`src/rtl/strobe_period_meter_if.sv`:
```
// Strobe period meter bus: tick/strobe inputs and measurement outputs; min/max under STROBE_PERIOD_METER_MINMAX_EN.
// No latency of its own; no backpressure, the meter accepts every strobe.
interface strobe_period_meter_if #(
    parameter int WIDTH = 32
);
    logic             enable;
    logic             strobe;
    logic [WIDTH-1:0] period;
    logic             period_valid;
    logic             overflow;
    logic             locked;
    logic             busy;
`ifdef STROBE_PERIOD_METER_MINMAX_EN
    logic [WIDTH-1:0] period_min;
    logic [WIDTH-1:0] period_max;

    modport master (
        output enable, strobe,
        input  period, period_valid, overflow, locked, busy, period_min, period_max
    );
    modport slave (
        input  enable, strobe,
        output period, period_valid, overflow, locked, busy, period_min, period_max
    );
`else
    modport master (
        output enable, strobe,
        input  period, period_valid, overflow, locked, busy
    );
    modport slave (
        input  enable, strobe,
        output period, period_valid, overflow, locked, busy
    );
`endif
endinterface

```
`src/rtl/strobe_period_meter.sv`:
```
// Measures enable ticks between strobes and flags lock on repeated equal periods; min/max via STROBE_PERIOD_METER_MINMAX_EN.
// Period reported one clk after the closing strobe; no backpressure, every strobe is consumed.
module strobe_period_meter #(
    parameter int WIDTH      = 32,
    parameter int LOCK_COUNT = 2
) (
    input  logic                 clk,
    input  logic                 rst,
    strobe_period_meter_if.slave bus
);
    typedef enum logic [1:0] {IDLE, MEASURE, LOCKED} state_t;

    localparam logic [WIDTH-1:0] ACC_MAX = '1;
    localparam logic [3:0]       LOCK_N  = 4'(LOCK_COUNT);

    state_t           state;
    state_t           state_nxt;
    logic [WIDTH-1:0] acc;
    logic             ovf;
    logic [WIDTH-1:0] period_q;
    logic             overflow_q;
    logic             period_valid_q;
    logic [3:0]       match_cnt;
    logic [3:0]       match_nxt;
    logic             report;

    assign report = bus.strobe && (state != IDLE);

    // A zero match count means there is no usable previous period to compare against.
    always_comb begin
        match_nxt = match_cnt;
        if (report) begin
            if (ovf) begin
                match_nxt = 4'd0;
            end else if ((match_cnt != 4'd0) && (acc == period_q)) begin
                match_nxt = (match_cnt >= LOCK_N) ? LOCK_N : match_cnt + 4'd1;
            end else begin
                match_nxt = 4'd1;
            end
        end
    end

    always_ff @(posedge clk) begin
        if (rst) begin
            state <= IDLE;
        end else begin
            state <= state_nxt;
        end
    end

    always_comb begin
        state_nxt = state;
        case (state)
            IDLE:            if (bus.strobe) state_nxt = MEASURE;
            MEASURE, LOCKED: if (report) state_nxt = (match_nxt >= LOCK_N) ? LOCKED : MEASURE;
            default:         state_nxt = IDLE;
        endcase
    end

    always_comb begin
        bus.busy   = (state != IDLE);
        bus.locked = (state == LOCKED);
    end

    // The tick in a strobe cycle opens the new interval rather than closing the old one.
    always_ff @(posedge clk) begin
        if (rst) begin
            acc            <= '0;
            ovf            <= 1'b0;
            match_cnt      <= 4'd0;
            period_q       <= '0;
            overflow_q     <= 1'b0;
            period_valid_q <= 1'b0;
        end else begin
            period_valid_q <= report;
            match_cnt      <= match_nxt;
            if (report) begin
                period_q   <= acc;
                overflow_q <= ovf;
            end
            if (bus.strobe) begin
                acc <= WIDTH'(bus.enable);
                ovf <= 1'b0;
            end else if (bus.enable) begin
                if (acc == ACC_MAX) begin
                    ovf <= 1'b1;
                end else begin
                    acc <= acc + WIDTH'(1);
                end
            end
        end
    end

    assign bus.period       = period_q;
    assign bus.overflow     = overflow_q;
    assign bus.period_valid = period_valid_q;

`ifdef STROBE_PERIOD_METER_MINMAX_EN
    logic [WIDTH-1:0] period_min_q;
    logic [WIDTH-1:0] period_max_q;

    always_ff @(posedge clk) begin
        if (rst) begin
            period_min_q <= ACC_MAX;
            period_max_q <= '0;
        end else if (report && !ovf) begin
            if (acc < period_min_q) period_min_q <= acc;
            if (acc > period_max_q) period_max_q <= acc;
        end
    end

    assign bus.period_min = period_min_q;
    assign bus.period_max = period_max_q;
`endif
endmodule

```
`src/flat_wrapper.sv`:
```
// flat-port wrapper written by rule: the top's interface ports become plain ports
module strobe_period_meter_flat 
#(
    parameter int WIDTH      = 32,
    parameter int LOCK_COUNT = 2
)
  (clk, rst, bus_enable, bus_strobe, bus_period, bus_period_valid, bus_overflow, bus_locked, bus_busy);
  strobe_period_meter_if #(.WIDTH(WIDTH)) bus_i ();
  input  logic clk;
  input  logic rst;
  input wire logic [$bits(bus_i.enable)-1:0] bus_enable;
  input wire logic [$bits(bus_i.strobe)-1:0] bus_strobe;
  output wire logic [$bits(bus_i.period)-1:0] bus_period;
  output wire logic [$bits(bus_i.period_valid)-1:0] bus_period_valid;
  output wire logic [$bits(bus_i.overflow)-1:0] bus_overflow;
  output wire logic [$bits(bus_i.locked)-1:0] bus_locked;
  output wire logic [$bits(bus_i.busy)-1:0] bus_busy;
  assign bus_i.enable = bus_enable;
  assign bus_i.strobe = bus_strobe;
  assign bus_period = bus_i.period;
  assign bus_period_valid = bus_i.period_valid;
  assign bus_overflow = bus_i.overflow;
  assign bus_locked = bus_i.locked;
  assign bus_busy = bus_i.busy;
  strobe_period_meter #(.WIDTH(WIDTH), .LOCK_COUNT(LOCK_COUNT)) u_core (.clk(clk), .rst(rst), .bus(bus_i));
endmodule
```
`config.mk`:
```
export PLATFORM = sky130hd
export DESIGN_NAME = strobe_period_meter_flat
export DESIGN_NICKNAME = d
export VERILOG_FILES = /design/src/rtl/strobe_period_meter_if.sv /design/src/rtl/strobe_period_meter.sv /design/src/flat_wrapper.sv
export SDC_FILE = /design/constraint.sdc
export NUM_CORES = 1
export LEC_CHECK = 0
export CORE_MARGIN = 1.5
export CORE_UTILIZATION = 48
export CTS_CLUSTER_SIZE = 24
export DETAILED_ROUTE_END_ITERATION = 12
export PLACE_DENSITY = 0.7
export SETUP_SLACK_MARGIN = 0.5
export SYNTH_ARGS = -nofsm -noshare
export SYNTH_HDL_FRONTEND = slang
export SYNTH_SLANG_ARGS = --single-unit
```
`constraint.sdc`:
```
create_clock -name clk -period 4.2 [get_ports clk]
set_input_delay 0.42 -clock clk [delete_from_list [all_inputs] [get_ports clk]]
set_output_delay 0.42 -clock clk [all_outputs]
set_load 0.05 [all_outputs]
```
==> summary.txt <==
Worst setup path
  – Crit path max fanout: 14
  – Max incr delay on CP: 770 ps
  – CP Cell Sequence: nand4_1 > or3_1 > o211ai_1 > o21ai_0 > a21oi_1
  – Crit path kind: flip-flop to flip-flop
  – Reg2Reg Setup Slack: 1690 ps
  – Crit path max-delay cell type: o211ai_1
  – Worst setup EP type: flip-flop
  – Reg2Reg Depth: 5
  – CP Launch Type: flip-flop
  – Worst r2r src: u_core.acc[27]
  – RR Endpoint: u_core.acc[31]
  – Req. time, crit path: 4470 ps
  – WP data arrival: 2780 ps

Placement
  – Pre-CTS WS: 1540 ps
  – Placed Instances: 569
  – GPL Wtd Cong: roughly 0.9
  – Port buffer count: 39
  – Dpl cell area: 4030 um2
  – DP HPWL: about 6500 um

Floorplan
  – Ports: 40
  – Die width: 89.6 um
  – Total die area: 8020 um2
  – Rows: 31
  – Starting Density: slightly below 50%
  – Core area: 7250 um2
  – Vert. Die Dim: approximately 90 um

Synthesis
  – Synthesized cell area: 3600 um2
  – Avg Cell Area, Syn: ~7.9 um2
  – Synth Area in Simple Gates: between 20 and 30%
  – Syn Inst Count: 454
  – Synth Area in Adders: 2.43%
  – Post-synthesis sequential area ratio: 40.6%
  – Largest family of logic cells by synthesized area: simple AND/OR/NAND/NOR gates
  – Post-Synth XOR/XNOR Area: approximately 8.3%
  – Synth Flop Type: dfxtp_1
  – EDFF count, synth: 0
  – Cell taking the most area after synthesis: dfxtp_1
  – Synth top area share: 40.6%
  – Yosys cell types: 50
  – Synthesized Nets: roughly 470
  – Top area cells in the synthesized netlist: dfxtp_1 (41%), nand2_1 (9.3%), a21oi_1 (8.3%)
  – Ys async rst share: 0%
  – Compound-cell area share of the yosys netlist: ~17%
  – Yosys reg bits: 73
  – Synth warnings: 0
  – Proportion of synthesized area in mux cells: 0.278%

Detailed routing
  – Routed wire length: 9160 um
  – Antenna viol nets, final: 0
  – Routed via count: 3333
  – 1st-iter DRT viols: roughly 210
  – WL/cell: 15.7 um
  – Vias/cell: between 5 and 6
  – Initial DRT Pass Iterations: 5
  – DRC Markers: 0

STA
  – Post-route setup slack: 1690 ps
  – Headroom to the max-slew limit: about 37%
  – Clk_skew: ~13 ps
  – Fmax: 399 MHz
  – Final setup vio count: 0
  – Crit path time final: 2510 ps
  – Max Transition Viols Final: 0
  – Fin crit share: 59.7%
  – Slew @ Worst Pin: 938 ps
  – Hold Vio Cnt, Final: 0
  – Fin Setup TNS: 0 ps
  – RSZ-0062 raised after global routing: false
  – Hold_ws: 464 ps

CTS
  – H-tree Lvls: 3
  – Hold Buf Count CTS: 0
  – Reg clk slew, reported paths: 80 ps
  – CTS resizes: 0
  – Post-CTS Setup Bufs: 0
  – Root Driver: clkbuf_8
  – TritonCTS clock tree: built
  – Clock sink total: 73
  – Skew-Pair Late Insertion Delay: 350 ps
  – Inserted Clock Buffers: 9
  – Max clock buf depth: 2

GRT
  – First-pass GRT wire length: 14900 um
  – Antenna violations before repair: 0
  – Vias in the first global route: 2937
  – Grt ovf: 0
  – Tot GR Track Use: between 20% and 30%
  – Largest net degree at the start of global routing: 35

Worst hold path
  – Worst Hold Depth: 2
  – WHS Endpoint: u_core.bus.overflow
  – Hold Path Origin: u_core.bus.overflow
  – Hold Crit Class: flip-flop to flip-flop

Flow run
  – Max_cap viols: 0

Power
  – Psw: 318 uW
  – Max IR drop VDD: 0.195 mV
  – P_int: roughly 1 mW
  – Leakage: 1.39 nW
  – Power per cell area: 313 nW/um2
  – Clock group share of total power: about two fifths
  – Seq pwr share: 52.9%
  – Combinational Power Share: 5.5%
  – Sw Share: 24.1%

Cells and area
  – Nets@finish: roughly 490
  – Fill cell count: 705
  – Non-Filler Instances: 585
  – Most common cell after layout, fill and taps aside: nand2_1
  – Syn-to-layout area delta: 17.4%
  – Layout cells sized above 1: 6.38%
  – Most frequent cells in the layout: nand2_1 (89), dfxtp_1 (73), a21oi_1 (60)
  – Post-Layout Inst Area: 4220 um2
  – Diode count: 0

Status
  – Run status: finished clean
synth_stat cells, drive strengths merged, types with 2 or more instances:
cell type   n
nor4b       2
nor3        6
nand2b      2
o32ai       2
nor4        8
or4         8
inv         9
xnor2      14
o211ai      3
nor2       16
and4        3
o21a        2
a21oi      60
nand4      14
o31ai       5
nand3      14
xor2       20
o31a        2
and3        3
a31oi       2
ha          7
buf         5
nand2      89
or3        21
dfxtp      73
o21ai      27
clkbuf     22
or2         2
nor2b       2
routing by layer:
metal  part of all wire (%)  GRT usage (%)  up-vias
li1                       -              -     1660
met1                     48           34.8     1567
met2                     46           37.9       93
met3                    5.0           5.03       13
met4                   0.99           5.45        0
met5                      0              0        -
worst max-delay path, delay by kind of cell (launching register included):
kind,cells,cell delay [ps]
flip-flops,1,500
AND/OR/NAND/NOR,2,790
AO/OA/AOI/OAI,3,1140
cells by family after synthesis:
family,Yosys count
compound gates,110
xor+xnor,34
fa+ha+maj,7
buf+inv,36
flops,73
mux,1
simple gates,193
sequential cells by signal, summed over array words and instances, names as in the netlist:
name	flops
u_core.match_cnt	4
u_core.ovf	1
u_core.bus.overflow	1
u_core.state	2
u_core.acc	32
u_core.bus.period_valid	1
u_core.bus.period	32
how the worst max path moves through the flow:
| stage | slack, ps | from | cells past startpoint | end |
|---|---|---|---|---|
| global route | 1360 | u_core.acc[27] | 5 | u_core.acc[31] |
| detailed placement | 1540 | bus_strobe | 6 | u_core.state[1] |
| floorplan | 2160 | u_core.acc[24] | 6 | u_core.acc[5] |
| CTS | 1720 | u_core.acc[27] | 5 | u_core.acc[31] |
| finish | 1690 | u_core.acc[27] | 5 | u_core.acc[31] |
| global placement | 1590 | bus_strobe | 6 | u_core.state[1] |
layout make-up:
class	count	area [um2]	share of cell area (%)
Clock inverter	6	57.6	1.36
Clock buffer	10	138	3.26
Tap cell	99	124	2.93
Multi-Input combinational cell	345	1990	47.1
Inverter	9	33.8	0.800
Timing Repair Buffer	43	420	9.95
Sequential cell	73	1460	34.6
through the flow:
stage	util [%]	total power [mW]
final	58.2	1.32
after global routing	58.2	1.37
after CTS	58.2	1.33
after detailed placement	55.5	0.787
after global placement	55.5	0.786
after floorplan	-	0.765
power by group through the flow:
stage,logic (mW),registers [mW],clock network (mW)
global route,0.0799,0.699,0.586
CTS,0.0724,0.699,0.559
detailed placement,0.0719,0.715,0
global placement,0.0710,0.715,0
finish,0.0720,0.699,0.549
floorplan,0.0485,0.716,0
Note: power is estimated with default switching activity, not from simulation.
